--- src/rtl/addr_nu_pipe_ft_if.sv ---
// Operand/result handshake bundle for addr_nu_pipe_ft.
// The master side is the producer/consumer pair. The slave side is the adder.
interface addr_nu_pipe_ft_if #(
    parameter int WIDTH = 8
);
    logic             in_valid;
    logic             in_ready;
    logic [WIDTH-1:0] a;
    logic [WIDTH-1:0] b;
    logic             out_valid;
    logic             out_ready;
    logic [WIDTH:0]   sum;
    logic             err;

    modport master (output in_valid, a, b, out_ready,
                    input  in_ready, out_valid, sum, err);
    modport slave  (input  in_valid, a, b, out_ready,
                    output in_ready, out_valid, sum, err);
endinterface

--- src/rtl/addr_nu_pipe_ft.sv ---
// Pipelined, replicated unsigned adder (sum = a + b) with compare-based fault flagging.
// Define ADDR_FT_TMR_VOTE_EN to add a third replica and take the bitwise majority as the sum.
module addr_nu_pipe_ft #(
    parameter int WIDTH     = 8,
    parameter int CHUNK     = 4,
    parameter int ERR_CNT_W = 8
) (
    input  logic                 clk,
    input  logic                 rst,
    addr_nu_pipe_ft_if.slave     bus,
    input  logic                 err_clr,
    output logic [ERR_CNT_W-1:0] err_cnt
);
    localparam int STAGES = WIDTH / CHUNK;
`ifdef ADDR_FT_TMR_VOTE_EN
    localparam int NREP = 3;
`else
    localparam int NREP = 2;
`endif

    // Rank 0 holds captured operands; rank k holds the token after chunk k-1 is resolved.
    logic                                   advance;
    logic [STAGES:0]                        v_q;
    logic [NREP-1:0][STAGES:0][WIDTH-1:0]   a_q;
    logic [NREP-1:0][STAGES:0][WIDTH-1:0]   b_q;
    logic [NREP-1:0][STAGES:0][WIDTH-1:0]   s_q;
    logic [NREP-1:0][STAGES:0]              c_q;
    logic [NREP-1:0][STAGES:0][CHUNK:0]     part;
    logic [NREP-1:0][WIDTH:0]               r_sum;
    logic                                   count_evt;
    logic                                   unused_ops;

    assign advance       = !v_q[STAGES] || bus.out_ready;
    assign bus.in_ready  = advance;
    assign bus.out_valid = v_q[STAGES];

    always_comb begin
        // NOTE: default the whole array first so no path leaves it unassigned (no latch).
        part = '0;
        for (int r = 0; r < NREP; r++) begin
            for (int k = 1; k <= STAGES; k++) begin
                part[r][k] = {1'b0, a_q[r][k-1][(k-1)*CHUNK +: CHUNK]}
                           + {1'b0, b_q[r][k-1][(k-1)*CHUNK +: CHUNK]}
                           + (CHUNK+1)'(c_q[r][k-1]);
            end
        end
    end

    always_ff @(posedge clk) begin
        if (rst) begin
            // NOTE: datapath ranks are reset as well, so sum reads 0 straight out of reset.
            v_q <= '0;
            a_q <= '0;
            b_q <= '0;
            s_q <= '0;
            c_q <= '0;
        end else if (advance) begin
            // NOTE: non-blocking, so each rank loads its predecessor's pre-edge value.
            v_q <= {v_q[STAGES-1:0], bus.in_valid};
            for (int r = 0; r < NREP; r++) begin
                if (bus.in_valid) begin
                    a_q[r][0] <= bus.a;
                    b_q[r][0] <= bus.b;
                    s_q[r][0] <= '0;
                    c_q[r][0] <= 1'b0;
                end
                for (int k = 1; k <= STAGES; k++) begin
                    if (v_q[k-1]) begin
                        a_q[r][k] <= a_q[r][k-1];
                        b_q[r][k] <= b_q[r][k-1];
                        s_q[r][k] <= s_q[r][k-1];
                        s_q[r][k][(k-1)*CHUNK +: CHUNK] <= part[r][k][CHUNK-1:0];
                        c_q[r][k] <= part[r][k][CHUNK];
                    end
                end
            end
        end
    end

    for (genvar r = 0; r < NREP; r++) begin : g_rep
        assign r_sum[r] = {c_q[r][STAGES], s_q[r][STAGES]};
    end

`ifdef ADDR_FT_TMR_VOTE_EN
    assign bus.sum = (r_sum[0] & r_sum[1]) | (r_sum[0] & r_sum[2]) | (r_sum[1] & r_sum[2]);
    assign bus.err = |((r_sum[0] ^ r_sum[1]) | (r_sum[1] ^ r_sum[2]));
`else
    assign bus.sum = r_sum[0];
    assign bus.err = |(r_sum[0] ^ r_sum[1]);
`endif

    // Clear takes effect first, then a same-cycle faulty transfer still counts.
    assign count_evt = v_q[STAGES] && bus.out_ready && bus.err;

    always_ff @(posedge clk) begin
        if (rst) begin
            err_cnt <= '0;
        end else if (err_clr) begin
            err_cnt <= count_evt ? ERR_CNT_W'(1) : '0;
        end else if (count_evt && err_cnt != '1) begin
            err_cnt <= err_cnt + 1'b1;
        end
    end

    // Resolved low chunks and the last rank's operands are never read again.
    assign unused_ops = ^{a_q, b_q};
endmodule

--- src/flat_wrapper.sv ---
// flat-port wrapper written by rule: the top's interface ports become plain ports
module addr_nu_pipe_ft_flat 
#(
    parameter int WIDTH     = 8,
    parameter int CHUNK     = 4,
    parameter int ERR_CNT_W = 8
)
  (clk, rst, err_clr, err_cnt, bus_in_valid, bus_a, bus_b, bus_out_ready, bus_in_ready, bus_out_valid, bus_sum, bus_err);
  addr_nu_pipe_ft_if #(.WIDTH(WIDTH)) bus_i ();
  input  logic clk;
  input  logic rst;
  input  logic err_clr;
  output logic [ERR_CNT_W-1:0] err_cnt;
  input wire logic [$bits(bus_i.in_valid)-1:0] bus_in_valid;
  input wire logic [$bits(bus_i.a)-1:0] bus_a;
  input wire logic [$bits(bus_i.b)-1:0] bus_b;
  input wire logic [$bits(bus_i.out_ready)-1:0] bus_out_ready;
  output wire logic [$bits(bus_i.in_ready)-1:0] bus_in_ready;
  output wire logic [$bits(bus_i.out_valid)-1:0] bus_out_valid;
  output wire logic [$bits(bus_i.sum)-1:0] bus_sum;
  output wire logic [$bits(bus_i.err)-1:0] bus_err;
  assign bus_i.in_valid = bus_in_valid;
  assign bus_i.a = bus_a;
  assign bus_i.b = bus_b;
  assign bus_i.out_ready = bus_out_ready;
  assign bus_in_ready = bus_i.in_ready;
  assign bus_out_valid = bus_i.out_valid;
  assign bus_sum = bus_i.sum;
  assign bus_err = bus_i.err;
  addr_nu_pipe_ft #(.WIDTH(WIDTH), .CHUNK(CHUNK), .ERR_CNT_W(ERR_CNT_W)) u_core (.clk(clk), .rst(rst), .bus(bus_i), .err_clr(err_clr), .err_cnt(err_cnt));
endmodule
--- config.mk ---
export PLATFORM = sky130hd
export DESIGN_NAME = addr_nu_pipe_ft_flat
export DESIGN_NICKNAME = d
export VERILOG_FILES = /design/src/rtl/addr_nu_pipe_ft_if.sv /design/src/rtl/addr_nu_pipe_ft.sv /design/src/flat_wrapper.sv
export SDC_FILE = /design/constraint.sdc
export NUM_CORES = 1
export LEC_CHECK = 0
export CORE_MARGIN = 1.5
export CORE_UTILIZATION = 51
export CTS_CLUSTER_SIZE = 40
export DETAILED_ROUTE_END_ITERATION = 10
export PLACE_DENSITY = 0.81
export SLEW_MARGIN = 20
export SYNTH_ARGS = -nofsm -noshare
export SYNTH_HDL_FRONTEND = slang
export SYNTH_SLANG_ARGS = --single-unit
--- constraint.sdc ---
create_clock -name clk -period 1.9 [get_ports clk]
set_clock_uncertainty 0.05 [all_clocks]
set_input_delay 0.38 -clock clk [delete_from_list [all_inputs] [get_ports clk]]
set_output_delay 0.38 -clock clk [all_outputs]
set_load 0.005 [all_outputs]
==> run summary, run 1 <==
The run finished with clean final reports. The kind of path behind the tightest hold check is reg -> reg. The cell that appears most often on the critical path is sky130_fd_sc_hd__fa_2.

The tools report the maximum number of buffers from clock root to sink as 2. The number of nets handed over by synthesis was 276. The run gives 0.655 as the final cell utilization of the core. The fraction of registers with async set/reset came out at 0. The initial antenna violation count was 0. In this run the number of H-tree levels came out at 2. The final layout contains 307 nets. The run gives 0 as the hold buffer count at CTS. The number of synthesis warnings is 0, and the fraction of final layout cells sized beyond drive strength 1 is 0.101.

Number of stages on the worst hold path: 1. Yosys mapped the design onto 33 distinct sky130hd cell types. The most critical setup path has its startpoint at u_core.c_q[4]$_SDFFE_PP0P_. Across the VDD grid, the largest voltage drop is 0.000384 V. The final critical path time including I/O delays and setup was 1.77 ns.

Final-report setup violation count: 0. The number of DRC violations after detailed-routing iteration 0 came out at 116. CTS placed an instance of sky130_fd_sc_hd__clkbuf_8 at the clock tree root. The logs give 3.18 mm for the detailed placement HPWL and 1.95 ns for the critical path data arrival time.

The run gives 0.329 as the share of total power in the clock network. The horizontal extent of the die is 67.8 µm, and the via count of the first global-routing pass is 1717. Walking the worst path, the cells encountered are inv_1 > fa_2 > fa_2 > nor2b_1 > o21ai_0 > a211oi_1. For the final RePlAce weighted congestion, the log shows 0.872. The largest single stage delay on the critical path is 0.43 ns.

The tool flagged a number of max-cap violations equal to 0. Dividing the detail-routed wire length by the instance count gives 13.7 µm. The logs give 41 for the number of primary I/O pins and 0.108 for the combinational power share. Summed over all layers, the global routing overflow is 0.

Internal power comes to 1430 µW. The cell area that synthesis handed to floorplanning was 2140 µm². Final number of hold-violating endpoints: 0.

Of all nets on the critical path, the largest fanout is 2. For the worst setup path, the data required time is 2.08 ns. The pre-antenna-repair detailed-routing pass consisted of 4 iterations. Counting every sink on the clock net gives 49.

The tools report the number of nets still failing antenna checks after routing as 0. For the number of vias after detailed routing, the log shows 1826. In this run the post-CTS setup repair buffer count came out at 0.

The chip height was 67.8 µm. The startpoint identified for the worst hold timing path is u_core.err_cnt[6]$_SDFFE_PP0P_. Maximum achievable frequency: 564 MHz.

The worst setup path is launched from a register. The die area was 4600 µm²; the row count was 23. Synthesis handed over a netlist of 245 instances.

In this run, synthesis inferred 0 flip-flops with an integrated enable. The number of buffers added on ports is 39. In this run the static leakage power is 0.000953 µW.

After routing, the total negative slack on setup checks comes to 0 ns. The tools report the antenna cell count as 0. Final hold analysis gives a worst-case slack of 0.417 ns. For this block, the routed nets add up to 4.49 mm of wire. Setup repair after global routing left no endpoint under its margin. The sequential share of power came out at 0.563. The cell depth of the worst flop-to-flop path came out at 6. The mean area per synthesized cell was 8.74 µm². By startpoint and endpoint, the worst setup path is classified as reg -> reg. The final number of max-transition violations was 0.

TritonCTS built the clock tree. The worst setup path is captured at a register. After synthesis the netlist holds a flip-flop and latch count of 49. Relative to the synthesized area, the layout overhead comes to 23.2%.

The share of the clock period used by the worst path after layout was 0.934. In this run, CTS created clock tree buffers numbering 5. The most used flip-flop cell after synthesis is sky130_fd_sc_hd__dfxtp_1.

The clock insertion delay at the later pin of the skew report came out at 0.30 ns. The tools report the sequential share of the synthesized area as 0.458. The per-cell via count in the routed design came out at 5.58. Library cell contributing the largest single delay on the critical path: sky130_fd_sc_hd__fa_2. The clock slew seen by the registers of the worst setup and hold paths was 0.10 ns; the net load switching power was 489 µW. In the routed design, unresolved DRC markers number 0.

The initial core utilization was 0.532; the fraction of power spent switching nets was 0.254. The run gives 0.214 as the total routing resource utilization after global routing. In this run the critical register-to-register path is launched from u_core.c_q[4]$_SDFFE_PP0P_. The core region is 4030 µm². The first global-routing pass estimated 7.49 mm of wire.

Entering global routing, the biggest net connects 26 pins. Power spread over the standard cell area amounts to 728 nW/µm².
==> critical path: cells and delay by family, from the launching register on <==
kind / cells / cell delay, ns
buffers and inverters: 1 / 0.06
AOI/OAI and AO/OA: 2 / 0.28
adders and majority gates: 2 / 0.85
and+or+nand+nor: 1 / 0.13
DFF: 1 / 0.32
==> power by group through the flow <==
stage                     Sequential (µW)  Clock [µW]  Combinational (µW)
after floorplan                      1100           0                 124
after global placement               1100           0                 200
after detailed placement             1110           0                 204
after CTS                            1080         636                 206
after global routing                 1090         679                 231
final                                1080         633                 208
==> placed cells by master, fill, tap and decap left out, types with 2 or more instances in the layout <==
master and count:
sky130_fd_sc_hd__nand2_1 5, sky130_fd_sc_hd__clkbuf_8 5, sky130_fd_sc_hd__or2_0 2, sky130_fd_sc_hd__nand3_1 32, sky130_fd_sc_hd__buf_4 14, sky130_fd_sc_hd__dfxtp_1 49
sky130_fd_sc_hd__a311oi_1 3, sky130_fd_sc_hd__a21oi_1 40, sky130_fd_sc_hd__inv_1 11, sky130_fd_sc_hd__fa_2 2, sky130_fd_sc_hd__and2_1 9, sky130_fd_sc_hd__clkdlybuf4s50_1 38
sky130_fd_sc_hd__nor2b_1 4, sky130_fd_sc_hd__ha_1 7, sky130_fd_sc_hd__nor3_1 2, sky130_fd_sc_hd__o21ai_0 34
==> synth_stat cells (2+ instances only) <==
cell type                   n  share of area
sky130_fd_sc_hd__nor3_1     2         0.0047
sky130_fd_sc_hd__nand2_1    5         0.0088
sky130_fd_sc_hd__fa_1       3          0.028
sky130_fd_sc_hd__and2_1     9          0.026
sky130_fd_sc_hd__or2_0      2         0.0058
sky130_fd_sc_hd__a311oi_1   3          0.012
sky130_fd_sc_hd__inv_1     11          0.019
sky130_fd_sc_hd__nand3_1   32          0.075
sky130_fd_sc_hd__xnor2_1    2         0.0082
sky130_fd_sc_hd__nor2b_1    4          0.012
sky130_fd_sc_hd__dfxtp_1   49           0.46
sky130_fd_sc_hd__ha_1       7          0.041
sky130_fd_sc_hd__clkbuf_1   8          0.014
sky130_fd_sc_hd__a21oi_1   40          0.093
sky130_fd_sc_hd__buf_2      6          0.014
sky130_fd_sc_hd__buf_4     12          0.042
sky130_fd_sc_hd__o21ai_0   34          0.079
==> metrics by stage <==
step / std cells / cell area [µm²] / power (µW) / worst slack [ns]
floorplan: 245 / 2140 / 1220 / 0.174
global placement: 319 / 2530 / 1300 / -0.0260
detailed placement: 319 / 2530 / 1310 / -0.0254
CTS: 327 / 2630 / 1920 / 0.00840
global route: 327 / 2640 / 2000 / 0.0477
finish: 327 / 2640 / 1920 / 0.126
==> layout make-up <==
type	instances	area (µm²)
inverter	12	45.0
multi-input combinational	155	963
fill	328	1390
clock inverter	3	25.0
clock buffer	5	68.8
sequential	49	981
tap	50	62.6
timing repair buffer	53	494
==> metal layers <==
layer | GRT usage | part of all wire | vias up
li1 | - | - | 904
met4 | 0.105 | 0.022 | 0
met1 | 0.275 | 0.45 | 850
met5 | 0 | 0 | -
met2 | 0.349 | 0.47 | 61
met3 | 0.0362 | 0.050 | 11
==> what timing repair did <==
action | CTS | global route
resized for setup | 2 | 3
endpoints found under the setup margin | 1 | 2
hold endpoints to repair | 0 | 0
==> path summary, 6_finish.rpt <==
check	slack, ns	endpoint
worst max register to register	0.13	u_core.bus.sum[8]$_SDFFE_PP0P_
worst min-delay path	0.42	u_core.err_cnt[6]$_SDFFE_PP0P_
worst min register to register	0.42	u_core.err_cnt[6]$_SDFFE_PP0P_
worst max-delay path	0.13	u_core.bus.sum[8]$_SDFFE_PP0P_
==> logic make-up (layout without fill, tap and decap cells) <==
group           Yosys count  count (layout)  synth area share
compound gates           83              83             0.213
simple gates             59              59             0.150
flops                    49              49             0.458
buf+inv                  41              73             0.100
fa+ha+maj                10              10            0.0689
xor+xnor                  2               2           0.00818
other cells               1               1           0.00175
==> state kept, by name (all words and copies together) (netlist names) <==
name / count
u_core.bus.sum: 1
u_core.a_q: 12
u_core.b_q: 12
u_core.c_q: 1
u_core.s_q: 4
u_core.r_sum: 8
u_core.v_q: 3
u_core.err_cnt: 8
(Power assumes the default switching activity.)
==> run 2: changes to the inputs <==
--- a/config.mk
+++ b/config.mk
@@ -10,7 +10,6 @@
 export CTS_CLUSTER_SIZE = 40
 export DETAILED_ROUTE_END_ITERATION = 10
 export PLACE_DENSITY = 0.81
-export SLEW_MARGIN = 20
 export SYNTH_ARGS = -nofsm -noshare
 export SYNTH_HDL_FRONTEND = slang
 export SYNTH_SLANG_ARGS = --single-unit
==> results of run 2 <==
Final layout, timing and power as in run 1 (identical DEF).
==> run 3: changes to the inputs <==
--- a/config.mk
+++ b/config.mk
@@ -5,7 +5,8 @@
 export SDC_FILE = /design/constraint.sdc
 export NUM_CORES = 1
 export LEC_CHECK = 0
-export CORE_MARGIN = 1.5
+export CAP_MARGIN = 20
+export CORE_MARGIN = 8
 export CORE_UTILIZATION = 51
 export CTS_CLUSTER_SIZE = 40
 export DETAILED_ROUTE_END_ITERATION = 10
==> run summary, run 3 (same netlist as run 1, synthesis figures left out) <==
The die area came out at 6530 µm² (+42%). For the worst path required time, the log shows 2.07 ns (about the same). The worst setup path is launched from a register. The fraction of final layout cells sized beyond drive strength 1 works out to 0.0839 (-0.0171).

The library cell contributing the largest single delay on the critical path was sky130_fd_sc_hd__fa_1. Initial core utilization: 0.532 (unchanged). Grouping stages by cell kind, the critical path spends the most delay in adder cells. The met3 wirelength from detailed routing is 227 µm (+0.44%). The signal on the critical path passes through inv_1 > fa_1 > fa_2 > nor2b_1 > o21ai_0 > a211oi_1. Setup repair after global routing left no endpoint under its margin. The critical path data arrival time was 1.95 ns (about the same); the initial antenna violation count was 0 (unchanged).

The tools report the number of primary I/O pins as 41 (unchanged). The final critical path time including I/O delays and setup came out at 1.78 ns (+0.00652 ns). The average detailed-routed wire length per instance came out at 14.0 µm (+2.0%). The kind of path behind the tightest hold check was reg -> reg. The static leakage power came out at 0.000928 µW (-2.6%). The run gives 0.416 ns (-0.000543 ns) as the post-route worst hold slack. The clock slew seen by the registers of the worst setup and hold paths came out at 0.09 ns (about the same). The routed metal-1 wire length was 2.10 mm (+2.7%); the per-cell via count in the routed design was 5.50 (-1.6%). The logs give 7.82 mm (+4.4%) for the first-pass GRT wire length and 316 (-0.94%) for the cell count after placement. The number of nets still failing antenna checks after routing was 0 (unchanged); the number of detailed-routing iterations run before antenna repair was 4 (unchanged).

Number of buffers added by the clock tree synthesis step: 5 (unchanged). For the number of maximum-capacitance violations, the log shows 0 (unchanged). The tools report the standard cell area after detailed placement as 2510 µm² (-0.89%).

The run gives 304 (-0.98%) as the number of nets at the end of the flow. The maximum achievable frequency is 562 MHz (-0.37%). The detailed placement HPWL is 3.35 mm (+5.4%), and the critical path's largest stage delay is 0.48 ns (+0.05 ns).

The logs give 2 (unchanged) for the level count of the clock H-tree and 324 (-0.92%) for the post-route non-filler standard cell count. Share of the clock period used by the worst path after layout: 0.937 (+0.00343). The run finished with clean final reports. In the final layout, the registers with the most flip-flops are u_core.a_q (12), u_core.b_q (12). The met2 layer wire length in the routed design came out at 2.10 mm (-1.2%).

The clock tree root driver cell was sky130_fd_sc_hd__clkbuf_8. The total routing resource utilization after global routing was 0.149 (-0.0650). The buffers plus inverters on the worst setup path was 1 (unchanged).

Maximum fanout count along the critical path: 2 (unchanged). The final number of hold-violating endpoints is 0 (unchanged), and the via count of the first global-routing pass is 1671 (-2.7%). The CTS sink count came out at 49 (unchanged). The number of buffers added on ports was 39 (unchanged). The run gives 0 (unchanged) as the antenna cell count.

The top cell types in the final layout, fill and taps aside, are sky130_fd_sc_hd__dfxtp_1 (49), sky130_fd_sc_hd__a21oi_1 (40), sky130_fd_sc_hd__clkdlybuf4s50_1 (38), sky130_fd_sc_hd__o21ai_0 (34), sky130_fd_sc_hd__nand3_1 (32). The horizontal extent of the die is 80.8 µm (+19%). The final cell utilization of the core is 0.645 (-0.00994), and the post-synthesis to final-layout area growth is 21.4%. The final number of max-transition violations was 0 (unchanged); the pin count of the biggest net entering global routing was 28 (+7.7%). The run gives 0 (unchanged) as the final-report setup violation count. The core area came out at 4030 µm² (unchanged). Endpoint type of the worst setup path: a register. The run gives 2600 µm² (-1.5%) as the post-route cell area. The row count came out at 23 (unchanged). The most common cell after layout, fill and taps aside is sky130_fd_sc_hd__dfxtp_1. TritonCTS built the clock tree. For the final RePlAce weighted congestion, the log shows 0.807 (-7.5%).

The run gives 0.000437 V (+14%) as the peak ir drop on the vdd network. The worst setup path is of the reg -> reg kind. The detailed-route wire length was 4.54 mm (+1.1%). Power density over cell area: 722 nW/µm² (-0.81%).

The number of vias after detailed routing is 1781 (-2.5%). The tools report the post-route DRC violation count as 0 (unchanged). The tools report the maximum number of buffers from clock root to sink as 2 (unchanged).

The global-route congestion overflow total was 0 (unchanged); the number of DRC violations after detailed-routing iteration 0 was 111 (-4.3%). The clock insertion delay at the later pin of the skew report is 0.30 ns (about the same). The setup fix buffers added after clock tree synthesis is 0 (unchanged), and the chip height is 80.8 µm (+19%). In this run the top signal layer used is met4.
==> run 3: repair_timing <==
| action | in CTS | in global routing |
|---|---|---|
| resized for setup | 2 | 1 |
| endpoints found under the setup margin | 1 | 2 |
| endpoints found under the hold margin | 0 | 0 |
| hold buffers | 0 | 0 |
==> run 3: power breakdown <==
part	switching [µW]	internal, µW	leakage [µW]	total [µW]
Combinational	100	101	0.000485	201
Clock	340	254	0.0000439	595
Sequential	19.2	1060	0.000399	1080
Total	460	1420	0.000928	1880
==> run 3: final timing paths <==
kind / from / endpoint / slack [ns] / cells past startpoint
max: u_core.c_q[4]$_SDFFE_PP0P_ / u_core.bus.sum[8]$_SDFFE_PP0P_ / 0.12 / 6
min: u_core.err_cnt[1]$_SDFFE_PP0P_ / u_core.err_cnt[1]$_SDFFE_PP0P_ / 0.42 / 1
max reg2reg: u_core.c_q[4]$_SDFFE_PP0P_ / u_core.bus.sum[8]$_SDFFE_PP0P_ / 0.12 / 6
min reg2reg: u_core.err_cnt[1]$_SDFFE_PP0P_ / u_core.err_cnt[1]$_SDFFE_PP0P_ / 0.42 / 1
==> run 3: metal layers <==
metal	vias up	track usage
met2	47	0.233
met1	824	0.189
met4	0	0.0661
li1	900	-
met3	10	0.0386
met5	-	0
==> run 3: area by class of cell <==
class | instances | area (µm²)
Tap cell | 50 | 62.6
Sequential cell | 49 | 981
Inverter | 12 | 45.0
Clock inverter | 3 | 17.5
Fill cell | 357 | 1430
Multi-Input combinational cell | 155 | 953
Clock buffer | 5 | 68.8
Timing Repair Buffer | 50 | 472
==> run 3: through the flow <==
| stage | total power [µW] | setup WS [ns] | setup TNS [ns] |
|---|---|---|---|
| 3_5_place_dp | 1310 | -0.0194 | -0.0194 |
| 3_3_place_gp | 1300 | -0.0323 | -0.0323 |
| 6_report | 1880 | 0.120 | 0 |
| 4_1_cts | 1880 | 0.0474 | 0 |
| 5_1_grt | 1970 | 0.0111 | 0 |
| 2_1_floorplan | 1220 | 0.174 | 0 |
